`config.mk`:
```
export PLATFORM = sky130hd
export DESIGN_NAME = branch_resolve_unit_flat
export DESIGN_NICKNAME = d
export VERILOG_FILES = /design/src/rtl/branch_pkg.sv /design/src/rtl/branch_resolve_unit_if.sv /design/src/rtl/branch_resolve_unit_sat_counter2.sv /design/src/rtl/branch_resolve_unit.sv /design/src/flat_wrapper.sv
export SDC_FILE = /design/constraint.sdc
export NUM_CORES = 1
export LEC_CHECK = 0
export CAP_MARGIN = 20
export CORE_MARGIN = 5
export CORE_UTILIZATION = 56
export DETAILED_ROUTE_END_ITERATION = 7
export HOLD_SLACK_MARGIN = 0.12
export PLACE_DENSITY = 0.87
export SLEW_MARGIN = 20
export SYNTH_ARGS = -nofsm -noshare
export SYNTH_HDL_FRONTEND = slang
export SYNTH_SLANG_ARGS = --single-unit
```
`constraint.sdc`:
```
create_clock -name clk -period 7.9 [get_ports clk]
set_clock_uncertainty 0.15 [all_clocks]
set_input_delay 1.58 -clock clk [delete_from_list [all_inputs] [get_ports clk]]
set_output_delay 1.58 -clock clk [all_outputs]
set_load 0.005 [all_outputs]
```
`src/rtl/branch_pkg.sv`:
```
// Shared constants for the branch resolve unit: RV32I branch funct3 codes,
// the branch ALU op and the 2-bit predictor counter states.
package branch_pkg;

  localparam logic [2:0] F3_BEQ  = 3'b000;
  localparam logic [2:0] F3_BNE  = 3'b001;
  localparam logic [2:0] F3_BLT  = 3'b100;
  localparam logic [2:0] F3_BGE  = 3'b101;
  localparam logic [2:0] F3_BLTU = 3'b110;
  localparam logic [2:0] F3_BGEU = 3'b111;

  localparam logic [1:0] ALUOP_BRANCH = 2'b01;

  localparam logic [1:0] SNT = 2'b00;
  localparam logic [1:0] WNT = 2'b01;
  localparam logic [1:0] WT  = 2'b10;
  localparam logic [1:0] ST  = 2'b11;

  localparam logic [1:0] BHT_RESET = WNT;

endpackage

```
`src/rtl/branch_resolve_unit_if.sv`:
```
// Bus between decode/execute, the front end and the branch resolve unit.
// master = requester/front end, slave = branch_resolve_unit.
interface branch_resolve_unit_if #(
  parameter int XLEN  = 32,
  parameter int CNT_W = 16
);

  logic [XLEN-1:0]  lookup_pc_i;
  logic             predict_taken_o;
  logic             valid_i;
  logic             branch_i;
  logic [1:0]       aluop_i;
  logic [2:0]       funct3_i;
  logic [XLEN-1:0]  rs1_i;
  logic [XLEN-1:0]  rs2_i;
  logic [XLEN-1:0]  pc_i;
  logic [XLEN-1:0]  target_i;
  logic             pred_taken_i;
  logic             out_valid_o;
  logic             taken_o;
  logic             mispredict_o;
  logic [XLEN-1:0]  redirect_pc_o;
  logic             illegal_o;
  logic [CNT_W-1:0] branch_cnt_o;
  logic [CNT_W-1:0] mispred_cnt_o;

  modport master (
    output lookup_pc_i, valid_i, branch_i, aluop_i, funct3_i,
           rs1_i, rs2_i, pc_i, target_i, pred_taken_i,
    input  predict_taken_o, out_valid_o, taken_o, mispredict_o,
           redirect_pc_o, illegal_o, branch_cnt_o, mispred_cnt_o
  );

  modport slave (
    input  lookup_pc_i, valid_i, branch_i, aluop_i, funct3_i,
           rs1_i, rs2_i, pc_i, target_i, pred_taken_i,
    output predict_taken_o, out_valid_o, taken_o, mispredict_o,
           redirect_pc_o, illegal_o, branch_cnt_o, mispred_cnt_o
  );

endinterface

```
`src/rtl/branch_resolve_unit_sat_counter2.sv`:
```
// 2-bit saturating up/down counter (SNT <-> WNT <-> WT <-> ST) used as one
// branch history table entry.
module sat_counter2
  import branch_pkg::*;
#(
  parameter logic [1:0] INIT = BHT_RESET
) (
  input  logic       clk,
  input  logic       reset,
  input  logic       en_i,
  input  logic       dir_i,
  output logic [1:0] cnt_o
);

  logic [1:0] cnt_q;
  logic [1:0] cnt_d;

  // next count: step toward the taken/not-taken extreme, clamp at the ends
  always_comb begin
    cnt_d = cnt_q;
    if (en_i) begin
      if (dir_i) begin
        if (cnt_q != ST) begin
          cnt_d = cnt_q + 2'b01;
        end else begin
          cnt_d = ST;
        end
      end else begin
        if (cnt_q != SNT) begin
          cnt_d = cnt_q - 2'b01;
        end else begin
          cnt_d = SNT;
        end
      end
    end else begin
      cnt_d = cnt_q;
    end
  end

  // counter state register
  always_ff @(posedge clk) begin
    if (reset) begin
      cnt_q <= INIT;
    end else begin
      cnt_q <= cnt_d;
    end
  end

  assign cnt_o = cnt_q;

endmodule

```
`src/rtl/branch_resolve_unit.sv`:
```
// Resolves RV32I conditional branches in one cycle, flags mispredictions,
// trains a PC-indexed 2-bit BHT and keeps saturating branch statistics.
module branch_resolve_unit
  import branch_pkg::*;
#(
  parameter int XLEN     = 32,
  parameter int IDX_BITS = 6,
  parameter int CNT_W    = 16
) (
  input logic                  clk,
  input logic                  reset,
  branch_resolve_unit_if.slave bus
);

  localparam int DEPTH = 1 << IDX_BITS;
  localparam logic [CNT_W-1:0] CNT_MAX = {CNT_W{1'b1}};
  localparam logic [CNT_W-1:0] CNT_ONE = {{(CNT_W-1){1'b0}}, 1'b1};
  localparam logic [XLEN-1:0]  PC_STEP = {{(XLEN-3){1'b0}}, 3'b100};

  logic                      req_s;
  logic                      legal_s;
  logic                      cond_s;
  logic                      eq_s;
  logic                      lts_s;
  logic                      ltu_s;
  logic                      bht_en_s;
  logic [XLEN-1:0]           pc_next_s;
  logic [IDX_BITS-1:0]       upd_idx_s;
  logic [IDX_BITS-1:0]       look_idx_s;
  logic [DEPTH-1:0][1:0]     bht_s;
  logic                      unused_lookup_s;

  logic                      out_valid_q, out_valid_d;
  logic                      taken_q, taken_d;
  logic                      mispredict_q, mispredict_d;
  logic                      illegal_q, illegal_d;
  logic [XLEN-1:0]           redirect_pc_q, redirect_pc_d;
  logic [CNT_W-1:0]          branch_cnt_q, branch_cnt_d;
  logic [CNT_W-1:0]          mispred_cnt_q, mispred_cnt_d;

  assign req_s      = bus.valid_i && bus.branch_i && (bus.aluop_i == ALUOP_BRANCH);
  assign eq_s       = (bus.rs1_i == bus.rs2_i);
  assign lts_s      = ($signed(bus.rs1_i) < $signed(bus.rs2_i));
  assign ltu_s      = (bus.rs1_i < bus.rs2_i);
  assign pc_next_s  = bus.pc_i + PC_STEP;
  assign upd_idx_s  = bus.pc_i[IDX_BITS+1:2];
  assign look_idx_s = bus.lookup_pc_i[IDX_BITS+1:2];
  assign bht_en_s   = req_s && legal_s;

  // Only the index bits of the lookup PC matter; aliasing above them is accepted.
  assign unused_lookup_s = ^{bus.lookup_pc_i[XLEN-1:IDX_BITS+2], bus.lookup_pc_i[1:0]};

  // branch condition select; 010/011 are not branch encodings
  always_comb begin
    cond_s  = 1'b0;
    legal_s = 1'b1;
    case (bus.funct3_i)
      F3_BEQ:  cond_s = eq_s;
      F3_BNE:  cond_s = !eq_s;
      F3_BLT:  cond_s = lts_s;
      F3_BGE:  cond_s = !lts_s;
      F3_BLTU: cond_s = ltu_s;
      F3_BGEU: cond_s = !ltu_s;
      default: begin
        cond_s  = 1'b0;
        legal_s = 1'b0;
      end
    endcase
  end

  // result and statistics next-state
  always_comb begin
    out_valid_d   = 1'b0;
    taken_d       = taken_q;
    mispredict_d  = 1'b0;
    illegal_d     = 1'b0;
    redirect_pc_d = redirect_pc_q;
    branch_cnt_d  = branch_cnt_q;
    mispred_cnt_d = mispred_cnt_q;
    if (req_s) begin
      out_valid_d = 1'b1;
      if (legal_s) begin
        taken_d       = cond_s;
        mispredict_d  = cond_s ^ bus.pred_taken_i;
        redirect_pc_d = cond_s ? bus.target_i : pc_next_s;
        if (branch_cnt_q != CNT_MAX) begin
          branch_cnt_d = branch_cnt_q + CNT_ONE;
        end else begin
          branch_cnt_d = CNT_MAX;
        end
        if (mispredict_d && (mispred_cnt_q != CNT_MAX)) begin
          mispred_cnt_d = mispred_cnt_q + CNT_ONE;
        end else begin
          mispred_cnt_d = mispred_cnt_q;
        end
      end else begin
        taken_d       = 1'b0;
        illegal_d     = 1'b1;
        redirect_pc_d = pc_next_s;
      end
    end else begin
      out_valid_d = 1'b0;
    end
  end

  // output and statistics registers
  always_ff @(posedge clk) begin
    if (reset) begin
      out_valid_q   <= 1'b0;
      taken_q       <= 1'b0;
      mispredict_q  <= 1'b0;
      illegal_q     <= 1'b0;
      redirect_pc_q <= {XLEN{1'b0}};
      branch_cnt_q  <= {CNT_W{1'b0}};
      mispred_cnt_q <= {CNT_W{1'b0}};
    end else begin
      out_valid_q   <= out_valid_d;
      taken_q       <= taken_d;
      mispredict_q  <= mispredict_d;
      illegal_q     <= illegal_d;
      redirect_pc_q <= redirect_pc_d;
      branch_cnt_q  <= branch_cnt_d;
      mispred_cnt_q <= mispred_cnt_d;
    end
  end

  for (genvar i = 0; i < DEPTH; i++) begin : g_bht
    sat_counter2 #(
      .INIT (BHT_RESET)
    ) u_ctr (
      .clk   (clk),
      .reset (reset),
      .en_i  (bht_en_s && (upd_idx_s == IDX_BITS'(i))),
      .dir_i (cond_s),
      .cnt_o (bht_s[i])
    );
  end

  // Read is from the registered table, so a same-cycle update is not bypassed.
  assign bus.predict_taken_o = bht_s[look_idx_s][1];
  assign bus.out_valid_o     = out_valid_q;
  assign bus.taken_o         = taken_q;
  assign bus.mispredict_o    = mispredict_q;
  assign bus.illegal_o       = illegal_q;
  assign bus.redirect_pc_o   = redirect_pc_q;
  assign bus.branch_cnt_o    = branch_cnt_q;
  assign bus.mispred_cnt_o   = mispred_cnt_q;

endmodule

```
`src/flat_wrapper.sv`:
```
// flat-port wrapper written by rule: the top's interface ports become plain ports
module branch_resolve_unit_flat import branch_pkg::*;
#(
  parameter int XLEN     = 32,
  parameter int IDX_BITS = 6,
  parameter int CNT_W    = 16
)
  (clk, reset, bus_lookup_pc_i, bus_valid_i, bus_branch_i, bus_aluop_i, bus_funct3_i, bus_rs1_i, bus_rs2_i, bus_pc_i, bus_target_i, bus_pred_taken_i, bus_predict_taken_o, bus_out_valid_o, bus_taken_o, bus_mispredict_o, bus_redirect_pc_o, bus_illegal_o, bus_branch_cnt_o, bus_mispred_cnt_o);
  branch_resolve_unit_if #(.XLEN(XLEN), .CNT_W(CNT_W)) bus_i ();
  input logic clk;
  input logic reset;
  input wire logic [$bits(bus_i.lookup_pc_i)-1:0] bus_lookup_pc_i;
  input wire logic [$bits(bus_i.valid_i)-1:0] bus_valid_i;
  input wire logic [$bits(bus_i.branch_i)-1:0] bus_branch_i;
  input wire logic [$bits(bus_i.aluop_i)-1:0] bus_aluop_i;
  input wire logic [$bits(bus_i.funct3_i)-1:0] bus_funct3_i;
  input wire logic [$bits(bus_i.rs1_i)-1:0] bus_rs1_i;
  input wire logic [$bits(bus_i.rs2_i)-1:0] bus_rs2_i;
  input wire logic [$bits(bus_i.pc_i)-1:0] bus_pc_i;
  input wire logic [$bits(bus_i.target_i)-1:0] bus_target_i;
  input wire logic [$bits(bus_i.pred_taken_i)-1:0] bus_pred_taken_i;
  output wire logic [$bits(bus_i.predict_taken_o)-1:0] bus_predict_taken_o;
  output wire logic [$bits(bus_i.out_valid_o)-1:0] bus_out_valid_o;
  output wire logic [$bits(bus_i.taken_o)-1:0] bus_taken_o;
  output wire logic [$bits(bus_i.mispredict_o)-1:0] bus_mispredict_o;
  output wire logic [$bits(bus_i.redirect_pc_o)-1:0] bus_redirect_pc_o;
  output wire logic [$bits(bus_i.illegal_o)-1:0] bus_illegal_o;
  output wire logic [$bits(bus_i.branch_cnt_o)-1:0] bus_branch_cnt_o;
  output wire logic [$bits(bus_i.mispred_cnt_o)-1:0] bus_mispred_cnt_o;
  assign bus_i.lookup_pc_i = bus_lookup_pc_i;
  assign bus_i.valid_i = bus_valid_i;
  assign bus_i.branch_i = bus_branch_i;
  assign bus_i.aluop_i = bus_aluop_i;
  assign bus_i.funct3_i = bus_funct3_i;
  assign bus_i.rs1_i = bus_rs1_i;
  assign bus_i.rs2_i = bus_rs2_i;
  assign bus_i.pc_i = bus_pc_i;
  assign bus_i.target_i = bus_target_i;
  assign bus_i.pred_taken_i = bus_pred_taken_i;
  assign bus_predict_taken_o = bus_i.predict_taken_o;
  assign bus_out_valid_o = bus_i.out_valid_o;
  assign bus_taken_o = bus_i.taken_o;
  assign bus_mispredict_o = bus_i.mispredict_o;
  assign bus_redirect_pc_o = bus_i.redirect_pc_o;
  assign bus_illegal_o = bus_i.illegal_o;
  assign bus_branch_cnt_o = bus_i.branch_cnt_o;
  assign bus_mispred_cnt_o = bus_i.mispred_cnt_o;
  branch_resolve_unit #(.XLEN(XLEN), .IDX_BITS(IDX_BITS), .CNT_W(CNT_W)) u_core (.clk(clk), .reset(reset), .bus(bus_i));
endmodule
```
; ---- Yosys cells after proc, flatten, opt, wreduce, memory -nomap -nowiden
; Index checks and enable logic that the tools add are counted.
[op_classes]
addsub = 131
multipliers = 0
div = 0
n_lt_le_gt_ge = 3
n_eq_ne = 136
shift = 0
muxes = 202
bitwise_logic = 3
n_reduce_logical = 142
[op_table]
columns = cell, n
row1 = 2-bit 2-to-1 mux, 193
row2 = 6-bit == test (second input constant), 32
row3 = 2-bit by 1-bit adder with 2-bit output (second input constant), 64
row4 = 2-bit != test (second input constant), 64
row5 = 2-bit nonzero test, 64
row6 = 2-bit by 1-bit subtractor with 2-bit output (second input constant), 64
row7 = 6-bit by 5-bit == test with 1-bit output (second input constant), 16
row8 = 1-bit logical AND, 68
row9 = 32-bit < comparator, 2
row10 = 32-bit 2-to-1 mux, 2
row11 = 6-bit by 4-bit == test with 1-bit output (second input constant), 8
row12 = 16-bit by 1-bit adder with 16-bit output (second input constant), 2
row13 = 32-bit by 3-bit adder with 32-bit output (second input constant), 1
row14 = 32-bit == test, 1
row15 = 16-bit != test (second input constant), 2
row16 = 6-bit by 3-bit == test with 1-bit output (second input constant), 4
row17 = 16-bit 2-to-1 mux, 1
row18 = 2-bit binary-select mux with 6-bit select, 1
row19 = 3-bit == test (second input constant), 4
row20 = 6-bit by 2-bit == test with 1-bit output (second input constant), 2
row21 = 6-bit by 7-bit < comparator with 1-bit output (second input constant), 1
row22 = 6-bit by 1-bit == test with 1-bit output (second input constant), 1
row23 = 6-bit zero test, 1
row24 = 1-bit one-hot mux with 6 select lines, 1
row25 = 12 further kinds, 18
[word_totals]
regBits = 196
latchBits = 0
ram_bits = 0
rom_bits = 0
in_bits = 170
elab_cells = 688
memories = 0

; ---- Depth between registers and ports, before layout
; Gate-level depths: netlist of the first run.
[logic_depth]
ltp_word = 6
depth_mapped = 14
depth_no_buf = 11

; ---- By module
; Synthesis of the first run repeated with hierarchy kept, for this count alone.
[unflattened]
cells_unflattened = 1412
hier_area_um2 = 12460.7
[by_module_without_submodules]
columns = mod, instances, cells_each, area_per_inst_um2, seq_area_each_um2
row1 = sat_counter2, 64, 11, 105.1, 40.0
row2 = branch_resolve_unit, 1, 708, 5734.2, 1361.3

; ---- Worst setup path after synthesis of the first run
; Ideal clock, no wire load.
[synth_timing]
path_type = input to output
from = input bus_lookup_pc_i[2]
to = output bus_predict_taken_o
t_arrival_ps = 3992
t_required_ps = 6170
path_slack_ps = 2178
path_stages = 5
cell_sequence = clkbuf_1 -> buf_1 -> mux4_2 -> mux4_2 -> mux4_2
[synth_between]
elab_chain_cells = 2
[synth_lines]
columns = item, line_no
row1 = from (decl), flat_wrapper.sv:12  ; input wire logic [$bits(bus_i.lookup_pc_i)-1:0] bus_lookup_pc_i;
row2 = 2-bit binary-select mux with 6-bit select, branch_resolve_unit.sv:140  ; assign bus.predict_taken_o = bht_s[look_idx_s][1];
row3 = 2-bit 2-to-1 mux (not written as such), branch_resolve_unit.sv:140
row4 = to (decl), flat_wrapper.sv:22  ; output wire logic [$bits(bus_i.predict_taken_o)-1:0] bus_predict_taken_o;
; No other way between the ends. The select of a mux whose other input is x is not followed.

; ---- Worst setup path after layout of the first run
[layout_timing]
from = input bus_lookup_pc_i[3]
to = output bus_predict_taken_o
; The elaborated chain is that of the path after synthesis.

==> qor.yml, run 1 <==
ys_types: 56
cts_root_buf: "clkbuf_16"
p_per_area_nw_per_um2: 161
post-cts-setup-buffer-count: 0
htree_levels: 4
r2r_cells: 9
dr.pass1.iters: 6
die-area_um2: 22600
hpwl_um: 21500
synth_edf_count: 0
setup_viol: 0
synth-seq-cells: 196
synth_top_family_by_area: "compound AO/OA/AOI/OAI gates"
r2r_start: "u_core.bus.mispred_cnt_o[3]$_SDFFE_PP0P_"
cts_buffers: 17
drc_errors: 0
vias: 10900
numClockSinks: 196
antenna_found_initial: 1
drv_slew: 0
clkTransAtPathRegs_ns: 0.07
gp_congestion: 0.876
grt_pass1_wl_um: 49800
vdd_drop_max_uv: 172
whs_path_depth: 2
synth_compound_area_share_pct: 23.7
hold_buffers: 0
max-slew-margin-rel_pct: 30.9
wl_per_cell_um: 16.8
dpl_cell_area_um2: 13300
synthTopCellsByArea: "dfxtp_1, nor2_1, o21ai_0, a21oi_1, a211o_1"
syn-num-nets: 1601
cts_resized: 0
wl_um: 30800
syn_avg_cell_area_um2: 7.92
die_y_um: 150
end_kind: "output pin"
clk_path_buf_depth: 2
clock_latency_ns: 0.44
tns_ns: 0
finalHoldViolCount: 0
stdcell_area_um2: 13800
cp-start-kind: "primary input"
syn_area_um2: 11000
cts_tree: "done"
final_cell_mix: "clkdlybuf4s50_1, nor2_1, dfxtp_1"
status: "finished, final reports clean"
arrival_ns: 4.65
synth_xor_area_share_pct: 3.41
cap_violations: 0
worst_slew_pin_slew_ns: 1.03
period_needed_ns: 6.38
placeableCoreArea_um2: 19500
pin_count: 239
synth_top_area_cell: "dfxtp_1"
rsz0062_at_grt: "false"
grt_max_degree: 114
synthAdderAreaFrac_pct: 4.31
vias_per_cell: 5.98
dieWidth_um: 150
hp-class: "flop to flop"
synth_cells: 1393
rr_endpoint: "u_core.bus.mispred_cnt_o[14]$_SDFFE_PP0P_"
synthArstFlopShare_pct: 0
drive_above_1_share_pct: 5.18
min_from: "u_core.bus.redirect_pc_o[21]$_SDFFE_PP0P_"
num_rows: 51
critical_path.max_fanout: 16
grt_pass1_vias: 10300
mostFrequentLayoutCell: "clkdlybuf4s50_1"
dr.first_iter.drc_count: 877
synth.area.mux_share_pct: 5.95
grt_util_all_layers_pct: 26.8
grt.overflow.total: 0
nets: 1758
hold_end: "u_core.bus.redirect_pc_o[21]$_SDFFE_PP0P_"
path_class: "primary input to output pin"
fin_crit_sh_pct: 80.8
clock.fmax_ghz: 0.157
yosysSeqAreaShare_pct: 35.6
yosysWarningCount: 0
area_delta_synth_final_pct: 25.5
ant_nets: 0
synthSimpleGateAreaFrac_pct: 22.5
initial_utilization_pct: 56.7
io_buffers: 212
netlist.area_leader.share_pct: 35.6
ys.flop_type: "dfxtp_1"
rrSetupSlack_ns: 5.03
cp.required_ns: 6.17
p_leak_nw: 4.95
## flip-flops by register name, indices dropped and copies added, names as in the netlist
signal / count
u_core.bus.taken_o: 1
u_core.bus.mispredict_o: 1
u_core.bus.out_valid_o: 1
u_core.bus.mispred_cnt_o: 16
u_core.bus.illegal_o: 1
u_core.g_bht.u_ctr.cnt_o: 128
u_core.bus.redirect_pc_o: 32
u_core.bus.branch_cnt_o: 16
## area by class of cell
cell class,count,area (um^2)
Clock buffer,20,437
Clock inverter,12,144
Tap cell,265,332
Sequential cell,196,3920
Multi-Input combinational cell,1070,6630
Inverter,43,161
Timing Repair Buffer,222,2210
Antenna cell,1,2.50
Fill cell,1472,5620
## critical path, cell delays in order
cell and delay [ns]:
clkdlybuf4s50_1 1.15, mux4_2 0.47, mux4_2 0.48, mux4_2 0.50, clkdlybuf4s50_1 0.46
## logic make-up after synthesis
kind of cell	after synthesis
buf+inv	127
mux	38
xor+xnor	43
flops	196
simple gates	529
fa+ha+maj	38
compound gates	422
## where the power goes
| part | leakage (nW) | switching [mW] | internal, mW |
|---|---|---|---|
| sequential | 1.58 | 0.0121 | 1.00 |
| combinational | 3.08 | 0.191 | 0.146 |
| clock | 0.285 | 0.399 | 0.474 |
## synthesized netlist by cell type, drive strengths merged (6+ instances only)
library cell  count
mux2              8
o22ai            18
buf              24
mux2i             9
nor2            203
and2             13
clkbuf           60
xnor2            22
mux4             21
nand4            18
nor3             71
or3               6
a211o            59
inv              43
a21o             64
nor2b            10
nand2b           29
xor2             21
and3             16
dfxtp           196
ha               38
nand3            42
nand2           100
a21oi           115
a22oi             7
o21ai           135
## per-layer routing
| layer | vias up | GRT usage, % | part of all wire [%] |
|---|---|---|---|
| li1 | 5301 | - | - |
| met1 | 5203 | 32.1 | 40 |
| met2 | 366 | 48.1 | 51 |
| met3 | 63 | 4.58 | 6.1 |
| met4 | 0 | 9.84 | 2.8 |
| met5 | - | 0 | 0 |
## worst max-delay path by stage
| stage | start | end | slack [ns] |
|---|---|---|---|
| after floorplan | bus_lookup_pc_i[2] | bus_predict_taken_o | 2.18 |
| after global placement | bus_lookup_pc_i[3] | bus_predict_taken_o | 1.60 |
| after detailed placement | bus_lookup_pc_i[3] | bus_predict_taken_o | 1.56 |
| after CTS | bus_lookup_pc_i[3] | bus_predict_taken_o | 1.56 |
| after global routing | bus_lookup_pc_i[3] | bus_predict_taken_o | 1.53 |
| final | bus_lookup_pc_i[3] | bus_predict_taken_o | 1.52 |
## stage by stage
step | util [%] | power (mW) | cells | hold slack (ns) | setup WS (ns)
after global routing | 71.1 | 2.31 | 1829 | 0.349 | 1.53
after floorplan | - | 1.23 | 1393 | 0.299 | 2.18
after detailed placement | 68.1 | 1.37 | 1796 | 0.293 | 1.56
after global placement | 68.1 | 1.36 | 1796 | 0.286 | 1.60
after CTS | 71.1 | 2.23 | 1828 | 0.309 | 1.56
final | 71.1 | 2.22 | 1829 | 0.306 | 1.52
No activity file was read; power rests on OpenSTA's default activity.
==> inputs of run 2 (changes only) <==
- CORE_UTILIZATION: 56 -> 47
- PLACE_DENSITY: 0.87 -> 0.78
- clock period: 7.9 -> 5.55 ns (I/O delays scaled with it)
==> run 2 against run 1 <==
Sequential cell count unchanged. Setup slack lost 1.0 ns. Final cell count rose by 3.2%. Register-to-register slack got worse by 2.3 ns. Via count down 1.7%. Non-clock buffer count up 5. Hold slack hardly changed. Die area increased by 18%.
==> qor.yml, run 2 (synthesized netlist as in run 1, its figures left out) <==
initial_utilization_pct: 47.4  # -9.3 points
cts_buffers: 17  # unchanged
rsz0062_at_grt: "false"
end_kind: "output pin"
clock.fmax_ghz: 0.197
grt_pass1_vias: 10100  # -2.4%
cts_tree: "done"
crit_family: "multiplexers"
antenna_found_initial: 1  # unchanged
drc_errors: 0  # unchanged
path_class: "primary input to output pin"
critical_path.max_fanout: 16  # unchanged
clk_path_buf_depth: 2  # unchanged
stdcell_area_um2: 14000  # +1.0%
antennaDiodeCount: 0  # -1
wl_um: 30600  # -0.58%
hold_buffers: 0  # unchanged
cp.required_ns: 4.29  # -1.88 ns
cpMostUsedCell: "mux4_2"
htree_levels: 4  # unchanged
finalHoldViolCount: 0  # unchanged
final_cell_mix: "clkdlybuf4s50_1, nor2_1, dfxtp_1"
p_leak_nw: 4.98  # +0.63%
die_y_um: 163  # +8.5%
vdd_drop_max_uv: 204  # +19%
fillers: 2045  # +39%
dr.first_iter.drc_count: 709  # -19%
period_needed_ns: 5.08
critPathBufInv: 3  # +1
worst_slew_pin_slew_ns: 0.887  # -0.146 ns
io_buffers: 212  # unchanged
p_per_area_nw_per_um2: 225  # +40%
status: "finished, final reports clean"
placeableCoreArea_um2: 23300  # +20%
cts_root_buf: "clkbuf_16"
nets: 1763  # +0.28%
largest_register_ffs: 128  # unchanged
clkTransAtPathRegs_ns: 0.08  # about the same
die-area_um2: 26600  # +18%
max-slew-margin-rel_pct: 40.8  # +9.9 points
area_delta_synth_final_pct: 26.7
grt.overflow.total: 0  # unchanged
cpMaxStageDelayCell: "mux4_2"
tns_ns: 0  # unchanged
cp-start-kind: "primary input"
grt_pass1_wl_um: 48700  # -2.2%
cts_resized: 0  # unchanged
hp-class: "flop to flop"
drv_slew: 0  # unchanged
gp_congestion: 0.856  # -2.3%
drive_above_1_share_pct: 5.61  # +0.43 points
slowest_delay_ns: 0.57  # -0.58 ns
num_rows: 56  # +9.8%
crit_chain: "clkdlybuf4s50_1 > buf_12 > mux4_2 > mux4_2 > mux4_2 > clkdlybuf4s50_1"
vias: 10700  # -1.7%
pin_count: 239  # unchanged
dieWidth_um: 163  # +8.5%
vias_per_cell: 5.69  # -4.7%
hpwl_um: 21600  # +0.41%
dr.pass1.iters: 5  # -1
clock_latency_ns: 0.44  # about the same
post-cts-setup-buffer-count: 0  # unchanged
ant_nets: 0  # unchanged
arrival_ns: 3.82  # -0.83 ns
numClockSinks: 196  # unchanged
cap_violations: 0  # unchanged
wl_per_cell_um: 16.2  # -3.6%
grt_util_all_layers_pct: 22.1  # -4.7 points
dpl_cell_area_um2: 13400  # +1.3%
setup_viol: 0  # unchanged
mostFrequentLayoutCell: "clkdlybuf4s50_1"
grt_max_degree: 115  # +0.88%
fin_crit_sh_pct: 91.5
==> run 2: changes by cell type in the layout (fill, tap and decap cells not counted), moves of 2 or more <==
cell and change:
bufinv_16 -2, clkinvlp_4 +2, buf_12 +5, inv_8 +4, clkbuf_1 -3
==> run 2: metrics by stage <==
stage	std cells	hold slack [ns]	total power [mW]	utilization, %	setup WS [ns]
2_1_floorplan	1393	0.299	1.75	-	0.768
3_3_place_gp	1855	0.286	1.95	57.7	0.466
3_5_place_dp	1855	0.291	1.97	57.7	0.452
4_1_cts	1887	0.309	3.15	60.1	0.451
5_1_grt	1887	0.328	3.27	60.1	0.386
6_report	1887	0.306	3.14	60.1	0.470
==> run 2: metal layers <==
layer | share of wire (%) | global-route usage [%] | vias up
met1 | 42 | 26.5 | 5065
met5 | 0.065 | 0 | -
li1 | - | - | 5297
met2 | 50 | 39.4 | 316
met4 | 3.1 | 7.97 | 2
met3 | 5.3 | 4.47 | 65
==> run 2: area by class of cell <==
type	instances	area (um^2)	area share, %
clock buffer	17	425	3.04
clock inverter	15	135	0.966
sequential	196	3920	28.1
timing repair buffer	227	2310	16.5
tap	319	399	2.85
inverter	43	161	1.15
multi-input combinational	1070	6630	47.4
==> run 2: worst reg2reg max path, stage by stage, from the launching register on <==
cell and delay (ns):
dfxtp_1 0.41, and3_1 0.29, nand4_1 0.17, or4_1 0.50, nor3_1 0.20, a31oi_1 0.25, nand3_1 0.16, mux2_4 0.22
nor3_1 0.07, mux2_2 0.26
==> run 2: worst paths after layout <==
check | startpoint | slack, ns | cells past startpoint | end
setup / recovery | bus_lookup_pc_i[2] | 0.47 | 6 | bus_predict_taken_o
hold / removal | u_core.bus.redirect_pc_o[16]$_SDFFE_PP0P_ | 0.31 | 2 | u_core.bus.redirect_pc_o[16]$_SDFFE_PP0P_
setup reg to reg | u_core.bus.mispred_cnt_o[2]$_SDFFE_PP0P_ | 2.76 | 9 | u_core.bus.mispred_cnt_o[14]$_SDFFE_PP0P_
hold reg to reg | u_core.bus.redirect_pc_o[16]$_SDFFE_PP0P_ | 0.31 | 2 | u_core.bus.redirect_pc_o[16]$_SDFFE_PP0P_
==> run 2: where the power goes <==
part           internal, mW  leakage [nW]  switching (mW)  total [mW]
logic                 0.223          3.13           0.273       0.496
registers              1.42          1.58          0.0169        1.44
clock network         0.595         0.273           0.610        1.20
total                  2.24          4.98           0.900        3.14
==> inputs of run 3 (changes only) <==
- TNS_END_PERCENT: not set -> 1
==> results of run 3 <==
Final layout, timing and power as in run 2 (identical DEF).
